===== config.mk =====
export PLATFORM = sky130hd
export DESIGN_NAME = adder_bist
export DESIGN_NICKNAME = d
export VERILOG_FILES = /design/src/rtl/adder_bist.sv
export SDC_FILE = /design/constraint.sdc
export NUM_CORES = 1
export LEC_CHECK = 0
export ABC_CLOCK_PERIOD_IN_PS = 3870
export BUFFER_PORTS_ARGS = -buffer_cell sky130_fd_sc_hd__buf_2
export CELL_PAD_IN_SITES_DETAIL_PLACEMENT = 0
export CELL_PAD_IN_SITES_GLOBAL_PLACEMENT = 1
export CORE_ASPECT_RATIO = 1.5
export CORE_MARGIN = 1.5
export CORE_UTILIZATION = 40
export CTS_CLUSTER_SIZE = 12
export DETAILED_ROUTE_END_ITERATION = 6
export GPL_TIMING_DRIVEN = 0
export PLACE_DENSITY = 0.81
export SYNTH_ARGS = -nofsm -noshare
export SYNTH_HDL_FRONTEND = slang
export SYNTH_SLANG_ARGS = --single-unit
export TNS_END_PERCENT = 1

===== constraint.sdc =====
create_clock -name clk -period 3.87 [get_ports clk]
set_clock_uncertainty 0.15 [all_clocks]
set_input_delay 0.387 -clock clk [delete_from_list [all_inputs] [get_ports clk]]
set_output_delay 0.387 -clock clk [all_outputs]
set_load 0.02 [all_outputs]

===== src/rtl/adder_bist.sv =====
// Exhaustive BIST controller for the switch-to-LED ripple-carry adder.
// Optional build macro: STOP_ON_FIRST_FAIL_EN (end the run at the first mismatch).
module adder_bist #(
    parameter int WIDTH  = 4,
    parameter int SETTLE = 2
) (
    input  logic                 clk,
    input  logic                 reset,
    input  logic                 start,
    output logic [2*WIDTH:0]     sw_out,
    input  logic [WIDTH:0]       ledr_in,
    output logic                 busy,
    output logic                 done,
    output logic                 pass,
    output logic [15:0]          err_count,
    output logic [2*WIDTH:0]     fail_vec
);

    localparam int VW = 2 * WIDTH + 1;
    localparam int CW = (SETTLE > 1) ? $clog2(SETTLE) : 1;
    localparam logic [CW-1:0] WAIT_LAST = CW'(SETTLE - 1);

    typedef enum logic [1:0] {
        IDLE,
        SETTLING,
        COMPARE,
        FINISHED
    } state_t;

    state_t          state_q, state_d;
    logic [VW-1:0]   vec_q, vec_d;
    logic [CW-1:0]   wait_q, wait_d;
    logic [15:0]     err_q, err_d;
    logic [VW-1:0]   fail_q, fail_d;
    logic            first_q, first_d;

    logic [WIDTH:0]  expected;
    logic            mismatch;

    always_comb begin
        expected = {1'b0, vec_q[2*WIDTH-1:WIDTH]}
                 + {1'b0, vec_q[WIDTH-1:0]}
                 + {{WIDTH{1'b0}}, vec_q[2*WIDTH]};
        mismatch = (ledr_in != expected);
    end

    always_comb begin
        state_d = state_q;
        vec_d   = vec_q;
        wait_d  = wait_q;
        err_d   = err_q;
        fail_d  = fail_q;
        first_d = first_q;

        case (state_q)
            IDLE, FINISHED: begin
                if (start) begin
                    vec_d   = '0;
                    wait_d  = '0;
                    err_d   = '0;
                    fail_d  = '0;
                    first_d = 1'b0;
                    state_d = SETTLING;
                end
            end
            SETTLING: begin
                if (wait_q == WAIT_LAST) begin
                    wait_d  = '0;
                    state_d = COMPARE;
                end else begin
                    wait_d = wait_q + 1'b1;
                end
            end
            COMPARE: begin
                if (mismatch) begin
                    if (err_q != '1) begin
                        err_d = err_q + 16'd1;
                    end
                    if (!first_q) begin
                        fail_d  = vec_q;
                        first_d = 1'b1;
                    end
                end
`ifdef STOP_ON_FIRST_FAIL_EN
                if (mismatch || vec_q == '1) begin
                    state_d = FINISHED;
                end else begin
                    vec_d   = vec_q + 1'b1;
                    state_d = SETTLING;
                end
`else
                if (vec_q == '1) begin
                    state_d = FINISHED;
                end else begin
                    vec_d   = vec_q + 1'b1;
                    state_d = SETTLING;
                end
`endif
            end
            default: state_d = IDLE;
        endcase
    end

    always_ff @(posedge clk) begin
        if (reset) begin
            state_q <= IDLE;
            vec_q   <= '0;
            wait_q  <= '0;
            err_q   <= '0;
            fail_q  <= '0;
            first_q <= 1'b0;
        end else begin
            state_q <= state_d;
            vec_q   <= vec_d;
            wait_q  <= wait_d;
            err_q   <= err_d;
            fail_q  <= fail_d;
            first_q <= first_d;
        end
    end

    // vec_q is zero in IDLE and keeps the last applied vector in FINISHED
    always_comb begin
        sw_out    = vec_q;
        busy      = (state_q == SETTLING) || (state_q == COMPARE);
        done      = (state_q == FINISHED);
        pass      = (state_q == FINISHED) && (err_q == '0);
        err_count = err_q;
        fail_vec  = fail_q;
    end

endmodule


# Yosys cells after proc, flatten, opt, wreduce, memory -nomap -nowiden
# Index checks and enable logic that the tools add are counted.
# W data, S select, Z words.
# classes
reduce_logical	13
n_mux	19
n_addsub	5
n_eq_ne	12
# ops
cell	count
$mux W16	3
$mux W9	4
$pmux W9 S2	2
$pmux W16 S2	1
$add A16 B1 Y16 const B	1
$logic_not A16 Y1	1
$ne A16 B16 Y1 const B	1
$ne A2 B2 Y1 const B	6
$add A9 B1 Y9 const B	1
$eq A9 B9 Y1 const B	1
$reduce_and A4 Y1	2
$mux W2	3
$pmux W2 S3	1
$reduce_and A3 Y1	2
$add A4 B4 Y5	1
$add A5 B1 Y5	1
$ne A5 B5 Y1	1
$eq A2 B2 Y1 const B	2
$pmux W1 S2	2
$reduce_and A2 Y1	2
$reduce_bool A2 Y1	2
$mux W1	3
$eq A2 B1 Y1 const B	1
$logic_not A2 Y1	1
4 further kinds	4
# word_totals
output_inout_bits	37
reg_bits	38
inputBits	8
word_cells	55

# Depth between registers and ports, before layout
# depth
depth_word	5
depth_mapped	10
mapped_depth_nobuf	10

# Worst setup path after synthesis
# Ideal clock, no wire load.
# synth_path
path_kind	register to register
from	reg vec_q[0] (netlist: sw_out[0])
to	reg err_q[8] (netlist: err_count[8])
arrival_time_ns	2.595
setup_time_ns	0.074
t_required_ns	3.646
path_buffers	0
synth_period_minus_slack_ns	2.819
path_slack_ns	1.051
stages_incl_launch_ff	9
path_cell_list	dfxtp_1 > fa_1 > fa_1 > a21o_1 > a21oi_2 > xnor2_1 > o31ai_4 > or4_1 > a31oi_1
# synth_via
elab_chain_cells	5
# synth_rtl
element	line_no	text
start, declared	31	logic [VW-1:0] vec_q, vec_d;
start signal, assigned	114	vec_q <= vec_d;
$add A4 B4 Y5	42	+ {1'b0, vec_q[WIDTH-1:0]}
$add A5 B1 Y5	43	+ {{WIDTH{1'b0}}, vec_q[2*WIDTH]};
$ne A5 B5 Y1	44	mismatch = (ledr_in != expected);
$ne A2 B2 Y1 (no source line)	--	
$reduce_and A4 Y1 (no source line)	--	
end signal, assigned	116	err_q <= err_d;
end, declared	33	logic [15:0] err_q, err_d;
# No other way between the ends.
# A chain may end at the register's enable or synchronous reset.

# Final worst setup path
# layout_path
from	reg vec_q[0] (netlist: sw_out[0])
to	reg err_q[11] (netlist: err_count[11])
# Same word-level chain as after synthesis.

==> summary.md <==
| Metric | Value |
|---|---|
| Outcome | completed |
| Tot GR Track Use | 0.214 |
| CTS root buf | clkbuf_8 |
| Total clock sinks | 38 |
| Initial antenna violation count | 0 |
| Tmin final | between 3000 and 4000 ps |
| Unrepaired setup endpoints after global routing | no |
| Worst VDD drop | approximately 0.14 mV |
| Layout area overhead | 18.0% |
| Yosys reg bits | 38 |
| Grt ovf | 0 |
| Sequential share of the synthesized area | 0.339 |
| CP startpoint kind | flop |
| Total CTS buffers | 5 |
| Area share of fa/ha/maj cells after synthesis | 0.0792 |
| Tot Pwr | around 0.8 mW |
| Min-delay worst type | input port to flop |
| Seq pwr share | 0.500 |
| First-pass GRT wire length | between 10000 and 15000 microns |
| Drt drc | 0 |
| Top-count cell post-synth | nand2_1 |
| Port bufs | between 40 and 50 |
| Detailed Routing Iterations Pass 1 | 4 |
| Net Sw Power | roughly 0.23 mW |
| Post-synth EDFFs | 0 |
| Max-Cap Viols | 0 |
| Top post-synthesis cells by count | nand2_1, dfxtp_1, nand3_1 |
| Die ar. | ~0.0061 sq mm |
| Final Util | 0.486 |
| Htree depth | 2 |
| CTS resizes | 0 |
| Top-area cell type share of the netlist area | 0.339 |
| Die Y | between 90 and 100 microns |
| # fillers | 585 |
| Syn Inst Count | between 200 and 300 |
| Post-DP HPWL | approximately 4400 microns |
| Largest net degree at the start of global routing | 13 |
| Core region area | roughly 0.0055 sq mm |
| Worst Setup End Kind | flop |
| Compound-cell area share of the yosys netlist | 0.185 |
| DR iter-0 viols | around 200 |
| Share of layout cells above drive strength 1 | 0.197 |
| Logic pwr share | 0.135 |
| Drt total wl | roughly 6000 microns |
| Per-cell routed wire length | between 15 and 20 microns |
| Final setup fails | 0 |
| Post-CTS Setup Inserts | 0 |
| Dominant cell type by area after synthesis | dfxtp_1 |
| Xor/xnor share of the synthesized area | 0.0468 |
| Post-Synthesis Cell Area | 0.00224 sq mm |
| Simple-Gate Fraction of Synth Area | 0.306 |
| Ports | 45 |
| Fmax | 320 MHz |
| ANT cells | 0 |
| Switching share of power | 0.288 |
| Worst-path clk slew | roughly 80 ps |
| Syn. warnings | 0 |
| Synth area leaders | dfxtp_1, nand2_1, ha_1, a31oi_1, nand3_1 |
| Site row count | 33 |
| FFs w/ async S/R, synth | 0 |
| DP Area | between 0.002 and 0.003 sq mm |
| Hold buffers post-CTS | 0 |
| Avg Inst Size Synth | approximately 8.1 sq um |
| Clock Power Share | 0.366 |
| Cell variety after synth | 46 |
| Clock buffer depth | 2 |
| Nets@finish | between 300 and 400 |
| Post-route cell area | approximately 0.0026 sq mm |
| Crit-path max FO | 10 |
| Fin. max-slew vios | 0 |
| Lkg Pwr | roughly 0.99 nW |
| Die Wd | 64.1 microns |
| Largest family of logic cells by synthesized area | simple AND/OR/NAND/NOR gates |
| Mux contribution to synthesized area | 0 |
| Main synth FF type | dfxtp_1 |
| WP data arrival | 3200 ps |
| Internal power | 0.576 mW |
| Kind of critical path | flop to flop |
| TritonCTS clock tree | built |
| Vias in the first global route | between 2000 and 2500 |
| Power per cell area | ~300 mW/mm^2 |
| Slew headroom | 0.626 |
| Placer Congestion | 0.793 |
| Critical Path RT | around 3900 ps |
| DR vias | 2257 |
| Starting density of the core | 0.412 |
| Synth Net Count | between 200 and 300 |
| Post-route ant nets | 0 |
| Via density | roughly 5.6 |
| Tcrit/Tclk final | 0.808 |
| Worst-skew pair later-pin latency | 290 ps |
| Worst Tran Pin Value | about 560 ps |
| Setup_tns | 0 ps |
| Final Hold Violating Endpoints | 0 |
-- cells by family (layout without fill, tap and decap cells) --
kind of cell / Yosys count / after routing
compound gates: 65 / 65
xor+xnor: 12 / 12
fa+ha+maj: 13 / 13
buf+inv: 23 / 75
flops: 38 / 38
simple gates: 127 / 127
-- power groups by stage --
stage               Combinational, mW  Sequential (mW)  Clock (mW)
floorplan                      0.0755            0.413           0
global placement                0.108            0.413           0
detailed placement              0.108            0.413           0
CTS                             0.109            0.404       0.304
global route                    0.119            0.405       0.317
finish                          0.109            0.404       0.296
-- metal layers --
layer  part of all wire  global-route usage
met3              0.044              0.0369
met4              0.014              0.0851
met5                  0                   0
met1               0.42               0.255
met2               0.52               0.379
-- critical path, stage by stage (launching register included) --
cell and delay (ps):
dfxtp_1 400, fa_1 490, fa_1 420, a21o_1 190, a21oi_2 140, xnor2_1 200, o31a_1 300, clkbuf_1 450
nand3_1 120, a31oi_1 200
-- metrics by stage --
step / worst slack, ps / hold slack [ps] / std cells
2_1_floorplan: 1050 / 307 / 278
3_3_place_gp: 748 / 320 / 392
3_5_place_dp: 760 / 321 / 392
4_1_cts: 735 / 276 / 400
5_1_grt: 547 / 326 / 400
6_report: 742 / 290 / 400
-- placed cells by master (no fill, tap or decap), types with 9 or more instances in the layout --
master    Yosys  routed
a21oi_1      11      11
clkbuf_1      9       9
ha_1         11      11
nand2_1      39      39
nand4b_1      9       9
a31oi_1      20      20
nor2_1       13      13
buf_2         3      47
o21ai_0      12      12
nand3_1      21      21
dfxtp_1      38      38
-- final cells by class --
cell class / instances / area, sq um / share of cell area
sequential: 38 / 761 / 0.287
tap: 70 / 87.6 / 0.0331
inverter: 8 / 30.0 / 0.0113
multi-input combinational: 217 / 1390 / 0.523
buffer: 15 / 67.6 / 0.0255
clock inverter: 2 / 12.5 / 0.00473
clock buffer: 6 / 82.6 / 0.0312
timing repair buffer: 44 / 220 / 0.0832
-- flip-flops by register name, summed over array words and instances, names as in the netlist --
name and cells:
first_q 1, wait_q 1, fail_vec 9, err_count 16, state_q 2, sw_out 9
-- path summary, 6_finish.rpt --
path / slack [ps] / cells after the start / startpoint / end
max: 740 / 9 / sw_out[0] / err_count[11]
min: 290 / 3 / reset / err_count[12]
max reg2reg: 740 / 9 / sw_out[0] / err_count[11]
min reg2reg: 330 / 2 / fail_vec[0] / fail_vec[0]
(Power assumes the default switching activity.)
